===== src/rtl/id_ex_stage.sv =====
// -----------------------------------------------------------------------------
// id_ex_stage -- ID/EX pipeline register with operand forwarding and
// load-use hazard detection for a small five-stage RISC pipeline.
//
// The stage captures the decoded instruction from ID on every rising clock
// edge. It presents the ALU operands, the store data and the control bits to
// EX one cycle later. Operands are corrected combinationally from the
// EX/MEM and MEM/WB result buses when a younger instruction is still in
// flight. When that cannot be done, the stage asks the front end to freeze
// for one cycle.
//
// Build option:
//   FORWARD_EN  defined   -> forwarding muxes compiled in; only a true
//                            load-use dependency raises hazard_stall.
//               undefined -> ex_a/ex_store_data are the registered values;
//                            hazard_stall also covers any RAW dependency on
//                            the EX or EX/MEM destination. MEM/WB needs no
//                            check because the register file writes through.
//
// Ports:
//   clk, rst_n            clock; synchronous active-low reset
//   stall, flush          hold / squash the stage register
//   in_valid              ID holds a real instruction
//   rs_data, rt_data, imm ID operand values
//   rs_addr, rt_addr      ID source register addresses
//   rd_addr               ID destination register address
//   alu_op, use_imm       ALU operation; select imm as operand B
//   reg_write, mem_read,
//   mem_write, mem_to_reg ID control bits
//   exmem_* / memwb_*     write-back info of the two younger stages
//   ex_a, ex_b            ALU operands for EX
//   ex_store_data         data for a store (always the rt value)
//   ex_sig_op, ex_rd      captured alu_op and destination
//   ex_valid, ex_*        captured valid and control bits
//   hazard_stall          freeze PC and IF/ID for one cycle
//
// alu_op encoding: 0 pass B, 1 add, 2 sub, 3 and, 4 or, 5 not B, 6 hold, 7 slt.
// -----------------------------------------------------------------------------
module id_ex_stage #(
  parameter int DATA_W  = 16,
  parameter int RADDR_W = 3
) (
  input  logic               clk,
  input  logic               rst_n,
  input  logic               stall,
  input  logic               flush,
  input  logic               in_valid,
  input  logic [DATA_W-1:0]  rs_data,
  input  logic [DATA_W-1:0]  rt_data,
  input  logic [DATA_W-1:0]  imm,
  input  logic [RADDR_W-1:0] rs_addr,
  input  logic [RADDR_W-1:0] rt_addr,
  input  logic [RADDR_W-1:0] rd_addr,
  input  logic [2:0]         alu_op,
  input  logic               use_imm,
  input  logic               reg_write,
  input  logic               mem_read,
  input  logic               mem_write,
  input  logic               mem_to_reg,
  input  logic               exmem_reg_write,
  input  logic [RADDR_W-1:0] exmem_rd,
  input  logic [DATA_W-1:0]  exmem_result,
  input  logic               memwb_reg_write,
  input  logic [RADDR_W-1:0] memwb_rd,
  input  logic [DATA_W-1:0]  memwb_result,
  output logic [DATA_W-1:0]  ex_a,
  output logic [DATA_W-1:0]  ex_b,
  output logic [DATA_W-1:0]  ex_store_data,
  output logic [2:0]         ex_sig_op,
  output logic [RADDR_W-1:0] ex_rd,
  output logic               ex_valid,
  output logic               ex_reg_write,
  output logic               ex_mem_read,
  output logic               ex_mem_write,
  output logic               ex_mem_to_reg,
  output logic               hazard_stall
);

  typedef struct packed {
    logic reg_write;
    logic mem_read;
    logic mem_write;
    logic mem_to_reg;
  } ctrl_t;

  // What the stage register does at the next edge (reset is handled in the
  // flop process itself, above all of these).
  typedef enum logic [1:0] {
    UPD_LOAD,
    UPD_BUBBLE,
    UPD_HOLD,
    UPD_FLUSH
  } upd_e;

  // ---------------------------------------------------------------------------
  // Stage registers
  // ---------------------------------------------------------------------------
  logic               valid_q,   valid_d;
  ctrl_t              ctrl_q,    ctrl_d;
  logic [2:0]         alu_op_q,  alu_op_d;
  logic               use_imm_q, use_imm_d;
  logic [RADDR_W-1:0] rd_q,      rd_d;
  logic [RADDR_W-1:0] rs_addr_q, rs_addr_d;
  logic [RADDR_W-1:0] rt_addr_q, rt_addr_d;
  logic [DATA_W-1:0]  rs_data_q, rs_data_d;
  logic [DATA_W-1:0]  rt_data_q, rt_data_d;
  logic [DATA_W-1:0]  imm_q,     imm_d;

  upd_e               upd;
  logic               rt_used;
  logic               load_use;
  logic               hazard;
  logic [DATA_W-1:0]  op_rs;
  logic [DATA_W-1:0]  op_rt;

  // ---------------------------------------------------------------------------
  // Hazard detection (uses the instruction currently in ID)
  // ---------------------------------------------------------------------------
  // rt is a real source unless the immediate replaces it, except for stores,
  // which always need rt as the store data.
  assign rt_used = ~use_imm | mem_write;

  // A load in EX has no data until MEM/WB, so even forwarding cannot help.
  assign load_use = in_valid & valid_q & ctrl_q.mem_read & (rd_q != '0) &
                    ((rd_q == rs_addr) | ((rd_q == rt_addr) & rt_used));

`ifdef FORWARD_EN
  // Youngest producer wins: EX/MEM over MEM/WB over the registered value.
  // Register 0 is hardwired zero and is never a forwarding target.
  function automatic logic [DATA_W-1:0] fwd_sel(
    input logic [RADDR_W-1:0] src,
    input logic [DATA_W-1:0]  reg_val,
    input logic               em_we,
    input logic [RADDR_W-1:0] em_rd,
    input logic [DATA_W-1:0]  em_res,
    input logic               mw_we,
    input logic [RADDR_W-1:0] mw_rd,
    input logic [DATA_W-1:0]  mw_res
  );
    if (src == '0)                  return reg_val;
    if (em_we && (em_rd == src))    return em_res;
    if (mw_we && (mw_rd == src))    return mw_res;
    return reg_val;
  endfunction

  assign hazard = load_use;
  assign op_rs  = fwd_sel(rs_addr_q, rs_data_q, exmem_reg_write, exmem_rd,
                          exmem_result, memwb_reg_write, memwb_rd, memwb_result);
  assign op_rt  = fwd_sel(rt_addr_q, rt_data_q, exmem_reg_write, exmem_rd,
                          exmem_result, memwb_reg_write, memwb_rd, memwb_result);
`else
  logic ex_raw;
  logic mem_raw;
  logic unused_fwd;

  // Without bypass paths, any pending write to a source in EX or EX/MEM has to
  // drain before ID may issue. MEM/WB is covered by register-file write-through.
  assign ex_raw  = valid_q & ctrl_q.reg_write & (rd_q != '0) &
                   ((rd_q == rs_addr) | ((rd_q == rt_addr) & rt_used));
  assign mem_raw = exmem_reg_write & (exmem_rd != '0) &
                   ((exmem_rd == rs_addr) | ((exmem_rd == rt_addr) & rt_used));

  assign hazard  = load_use | (in_valid & (ex_raw | mem_raw));
  assign op_rs   = rs_data_q;
  assign op_rt   = rt_data_q;

  // Forwarding inputs and captured source addresses have no use in this build.
  assign unused_fwd = ^{exmem_result, memwb_reg_write, memwb_rd, memwb_result,
                        rs_addr_q, rt_addr_q};
`endif

  assign hazard_stall = hazard;

  // ---------------------------------------------------------------------------
  // Edge-update selection: flush > stall > bubble > load
  // ---------------------------------------------------------------------------
  always_comb begin
    if (flush)       upd = UPD_FLUSH;
    else if (stall)  upd = UPD_HOLD;
    else if (hazard) upd = UPD_BUBBLE;
    else             upd = UPD_LOAD;
  end

  // ---------------------------------------------------------------------------
  // Next-state logic
  // ---------------------------------------------------------------------------
  always_comb begin
    // NOTE: every target gets a hold default first, so no path can leave a
    // variable unassigned and infer a latch.
    valid_d   = valid_q;
    ctrl_d    = ctrl_q;
    alu_op_d  = alu_op_q;
    use_imm_d = use_imm_q;
    rd_d      = rd_q;
    rs_addr_d = rs_addr_q;
    rt_addr_d = rt_addr_q;
    rs_data_d = rs_data_q;
    rt_data_d = rt_data_q;
    imm_d     = imm_q;

    unique case (upd)
      // Squash and bubble only kill valid and controls; the operand fields
      // are meaningless once valid is low, so they simply keep their value.
      UPD_FLUSH, UPD_BUBBLE: begin
        valid_d = 1'b0;
        ctrl_d  = '0;
      end
      UPD_HOLD: begin
      end
      UPD_LOAD: begin
        valid_d   = in_valid;
        // An empty ID slot must never write anything downstream.
        ctrl_d    = in_valid ? ctrl_t'{reg_write, mem_read, mem_write, mem_to_reg}
                             : ctrl_t'('0);
        alu_op_d  = alu_op;
        use_imm_d = use_imm;
        rd_d      = rd_addr;
        rs_addr_d = rs_addr;
        rt_addr_d = rt_addr;
        rs_data_d = rs_data;
        rt_data_d = rt_data;
        imm_d     = imm;
      end
      default: begin
      end
    endcase
  end

  // ---------------------------------------------------------------------------
  // State register
  // ---------------------------------------------------------------------------
  // NOTE: sequential state is written with non-blocking assignments only, so
  // every flop samples the pre-edge values regardless of statement order.
  always_ff @(posedge clk) begin
    if (!rst_n) begin
      // NOTE: the data fields are clocked flops, not a memory array. They are
      // cleared with everything else so no fragment of an interrupted
      // instruction survives a reset.
      valid_q   <= 1'b0;
      ctrl_q    <= '0;
      alu_op_q  <= '0;
      use_imm_q <= 1'b0;
      rd_q      <= '0;
      rs_addr_q <= '0;
      rt_addr_q <= '0;
      rs_data_q <= '0;
      rt_data_q <= '0;
      imm_q     <= '0;
    end else begin
      valid_q   <= valid_d;
      ctrl_q    <= ctrl_d;
      alu_op_q  <= alu_op_d;
      use_imm_q <= use_imm_d;
      rd_q      <= rd_d;
      rs_addr_q <= rs_addr_d;
      rt_addr_q <= rt_addr_d;
      rs_data_q <= rs_data_d;
      rt_data_q <= rt_data_d;
      imm_q     <= imm_d;
    end
  end

  // ---------------------------------------------------------------------------
  // Outputs
  // ---------------------------------------------------------------------------
  assign ex_a          = op_rs;
  assign ex_b          = use_imm_q ? imm_q : op_rt;
  assign ex_store_data = op_rt;
  assign ex_sig_op     = alu_op_q;
  assign ex_rd         = rd_q;
  assign ex_valid      = valid_q;
  assign ex_reg_write  = ctrl_q.reg_write;
  assign ex_mem_read   = ctrl_q.mem_read;
  assign ex_mem_write  = ctrl_q.mem_write;
  assign ex_mem_to_reg = ctrl_q.mem_to_reg;

endmodule


===== config.mk =====
export PLATFORM = sky130hd
export DESIGN_NAME = id_ex_stage
export DESIGN_NICKNAME = d
export VERILOG_FILES = /design/src/rtl/id_ex_stage.sv
export SDC_FILE = /design/constraint.sdc
export NUM_CORES = 1
export LEC_CHECK = 0
export ABC_AREA = 1
export CORE_UTILIZATION = 31
export DETAILED_ROUTE_END_ITERATION = 6
export PLACE_DENSITY_LB_ADDON = 0.12
export SLEW_MARGIN = 25
export SYNTH_ARGS = -nofsm -noshare
export SYNTH_HDL_FRONTEND = slang
export SYNTH_SLANG_ARGS = --single-unit

===== constraint.sdc =====
create_clock -name clk -period 6.2 [get_ports clk]
set_clock_uncertainty 0.05 [all_clocks]
set_input_delay 1.86 -clock clk [delete_from_list [all_inputs] [get_ports clk]]
set_output_delay 1.86 -clock clk [all_outputs]
set_load 0.02 [all_outputs]

==> reports/metrics.csv <==
metric,value,unit
die area,10600,um^2
DR WL/cell,11.4,um
class of the worst hold path,flop to flop,
ANT nets after route,0,
core area,9860,um^2
first-pass GRT wire length,13.0,mm
vias in the first global route,2841,
most common cell in the netlist,nand2_1,
diodes inserted,0,
CTS root buffer,clkbuf_8,
synth cell count leaders,"101 x nand2_1, 73 x inv_1, 64 x nor2_1",
worst slew pin tran,0.839,ns
Worst EP required,4.29,ns
DP Wirelength,5.38,mm
Max VDD drop,0.0000852,V
clk sink count,60,
vias,3245,
PwrDens,213,nW/um^2
Setup TNS Final,0,ns
post-placement cell area,4550,um^2
FP Rows,36,
MaxCap Viol Count,0,
Worst Path Arrival,3.74,ns
CTS buffer count,9,
min cycle time layout,5.65,ns
Synth area leaders,"dfxtp_1 38%, nand2_1 12%, nand3_1 9.6%",
Clock Latency Late Sink,0.33,ns
fmax,0.177,GHz
relative slew slack,44.0,%
# resized after CTS,0,
Final Hold Viols,0,
Startpoint Class,primary input,
R2R cell count,12,
Initial Utilization,32.2,%
"Seq/Total Area, Yosys",37.8,%
largest net degree at the start of global routing,105,
Gate power share,25.5,%
Yosys cell types,18,
gpl congestion,0.770,
"flops & latches, synth",60,
Synth Cell Area,3170,um^2
CTS tree,done,
Post-Syn Nets,584,
flop-to-flop setup slack,4.01,ns
number of synthesized flops with an enable pin,0,
GRT Total Usage,15.6,%
hold buffers post-CTS,0,
critical path type,primary input to output port,
Layout fillers,1023,
r2r startpoint,ex_rd[1],
crit path max fanout,13,
Critical R2R Capture,ex_rd[1],
Hold Path Depth,2,
Final setup viols,0,
nets,700,
Pint,0.000719,W
crit path capture type,output port,
die height,103,um
DR iter-0 viols,89,
Non-Filler Instances,726,
Die X,103,um
hold_sp,ex_mem_to_reg,
initial antenna violation count,0,
"area leader, netlist",dfxtp_1,
Clock transition at path regs,0.07,ns
status,completed,
final instance area,4740,um^2
port bufs,133,
CTS max path bufs,2,
Hold Path End,ex_mem_to_reg,
layout cells sized above 1,9.78,%
Clk pwr share,31.6,%
vias per cell,4.47,
Leakage,2.19,nW
WL final,8.31,mm
Post-CTS Setup Bufs,0,
final period utilization,91.2,%
Async SR Flop Fraction,0,%
Initial DRT Pass Iterations,4,
unrepaired setup endpoints after global routing,false,
Reg power frac,42.8,%
DRC viols,0,
final hold slack,0.421,ns
Syn Inst Count,474,
io pins,170,
Post-Place Cells,711,
Max Transition Viols Final,0,
synth-to-layout area growth,49.5,%
"Primary FF master, synth",dfxtp_1,
H-Tree Depth,3,
Synth Warn #,0,
Sw Pwr,0.000290,W
sw frac,28.8,%
post-synthesis average cell area,6.70,um^2
Synth top area share,37.8,%
"Remaining Overflow, GRT",0,
cell usage in the layout (no fill, tap or decap):
cell | netlist | layout
a21oi_1 | 40 | 40
a21oi_2 | 20 | 20
a31oi_1 | 1 | 1
buf_12 | 0 | 2
buf_4 | 0 | 2
buf_6 | 5 | 1
clkbuf_8 | 0 | 12
clkdlybuf4s50_1 | 0 | 132
clkinv_2 | 0 | 2
dfxtp_1 | 60 | 60
inv_1 | 73 | 73
inv_2 | 1 | 1
mux2_2 | 16 | 16
nand2_1 | 101 | 101
nand2_4 | 0 | 1
nand3_1 | 61 | 61
nor2_1 | 64 | 63
nor2_4 | 0 | 1
o21ai_0 | 1 | 1
o31a_1 | 1 | 1
xnor2_1 | 2 | 2
power groups by stage:
stage          Combinational (W)  Sequential [W]  Clock, W
4_1_cts                 0.000259        0.000432  0.000336
3_5_place_dp            0.000258        0.000441         0
2_1_floorplan           0.000121        0.000457         0
3_3_place_gp            0.000257        0.000440         0
6_report                0.000258        0.000432  0.000319
5_1_grt                 0.000283        0.000436  0.000349
kinds of logic after synthesis:
family	count (synthesis)	synth area share, %
compound gates	63	12.5
simple gates	227	29.3
xor+xnor	2	0.552
buf+inv	106	14.2
mux	16	5.68
flops	60	37.8
worst max-delay path by stage:
stage                      startpoint      endpoint  slack, ns
after global routing      exmem_rd[2]  hazard_stall       0.33
final                     exmem_rd[2]  hazard_stall       0.55
after global placement    exmem_rd[2]  hazard_stall       0.55
after CTS                 exmem_rd[2]  hazard_stall       0.53
after detailed placement  exmem_rd[2]  hazard_stall       0.54
after floorplan            rt_addr[1]  hazard_stall       1.53
cell type report:
class                      count  area, um^2  share of cell area [%]
tap                          133         166                    3.51
multi-input combinational    308        1540                    32.4
clock buffer                  12         165                    3.48
clock inverter                 2        10.0                   0.211
sequential                    60        1200                    25.3
timing repair buffer         137        1390                    29.2
inverter                      74         278                    5.85
worst max-delay path, stage by stage:
cell and delay (ns):
clkdlybuf4s50_1 0.53, inv_1 0.07, nand2_1 0.05, nand2_1 0.06, nor2_1 0.09, nand2_1 0.05, nand2_1 0.06, nand2_1 0.05
nand2_1 0.12, nand2_4 0.13, inv_1 0.08, clkdlybuf4s50_1 0.59
metrics by stage:
step           setup slack (ns)  total power [W]  util [%]
6_report                  0.545          0.00101      48.1
3_5_place_dp              0.539         0.000699      46.1
3_3_place_gp              0.555         0.000697      46.1
5_1_grt                   0.335          0.00107      48.1
4_1_cts                   0.531          0.00103      47.9
2_1_floorplan              1.53         0.000578         -
per-layer routing:
metal,GRT usage [%],up-vias,share of wire [%]
met3,4.77,11,6.9
met4,6.83,0,1.3
met2,25.3,91,44
li1,-,1702,-
met1,19.3,1441,48
met5,0,-,0
Note: power is estimated with default switching activity, not from simulation.
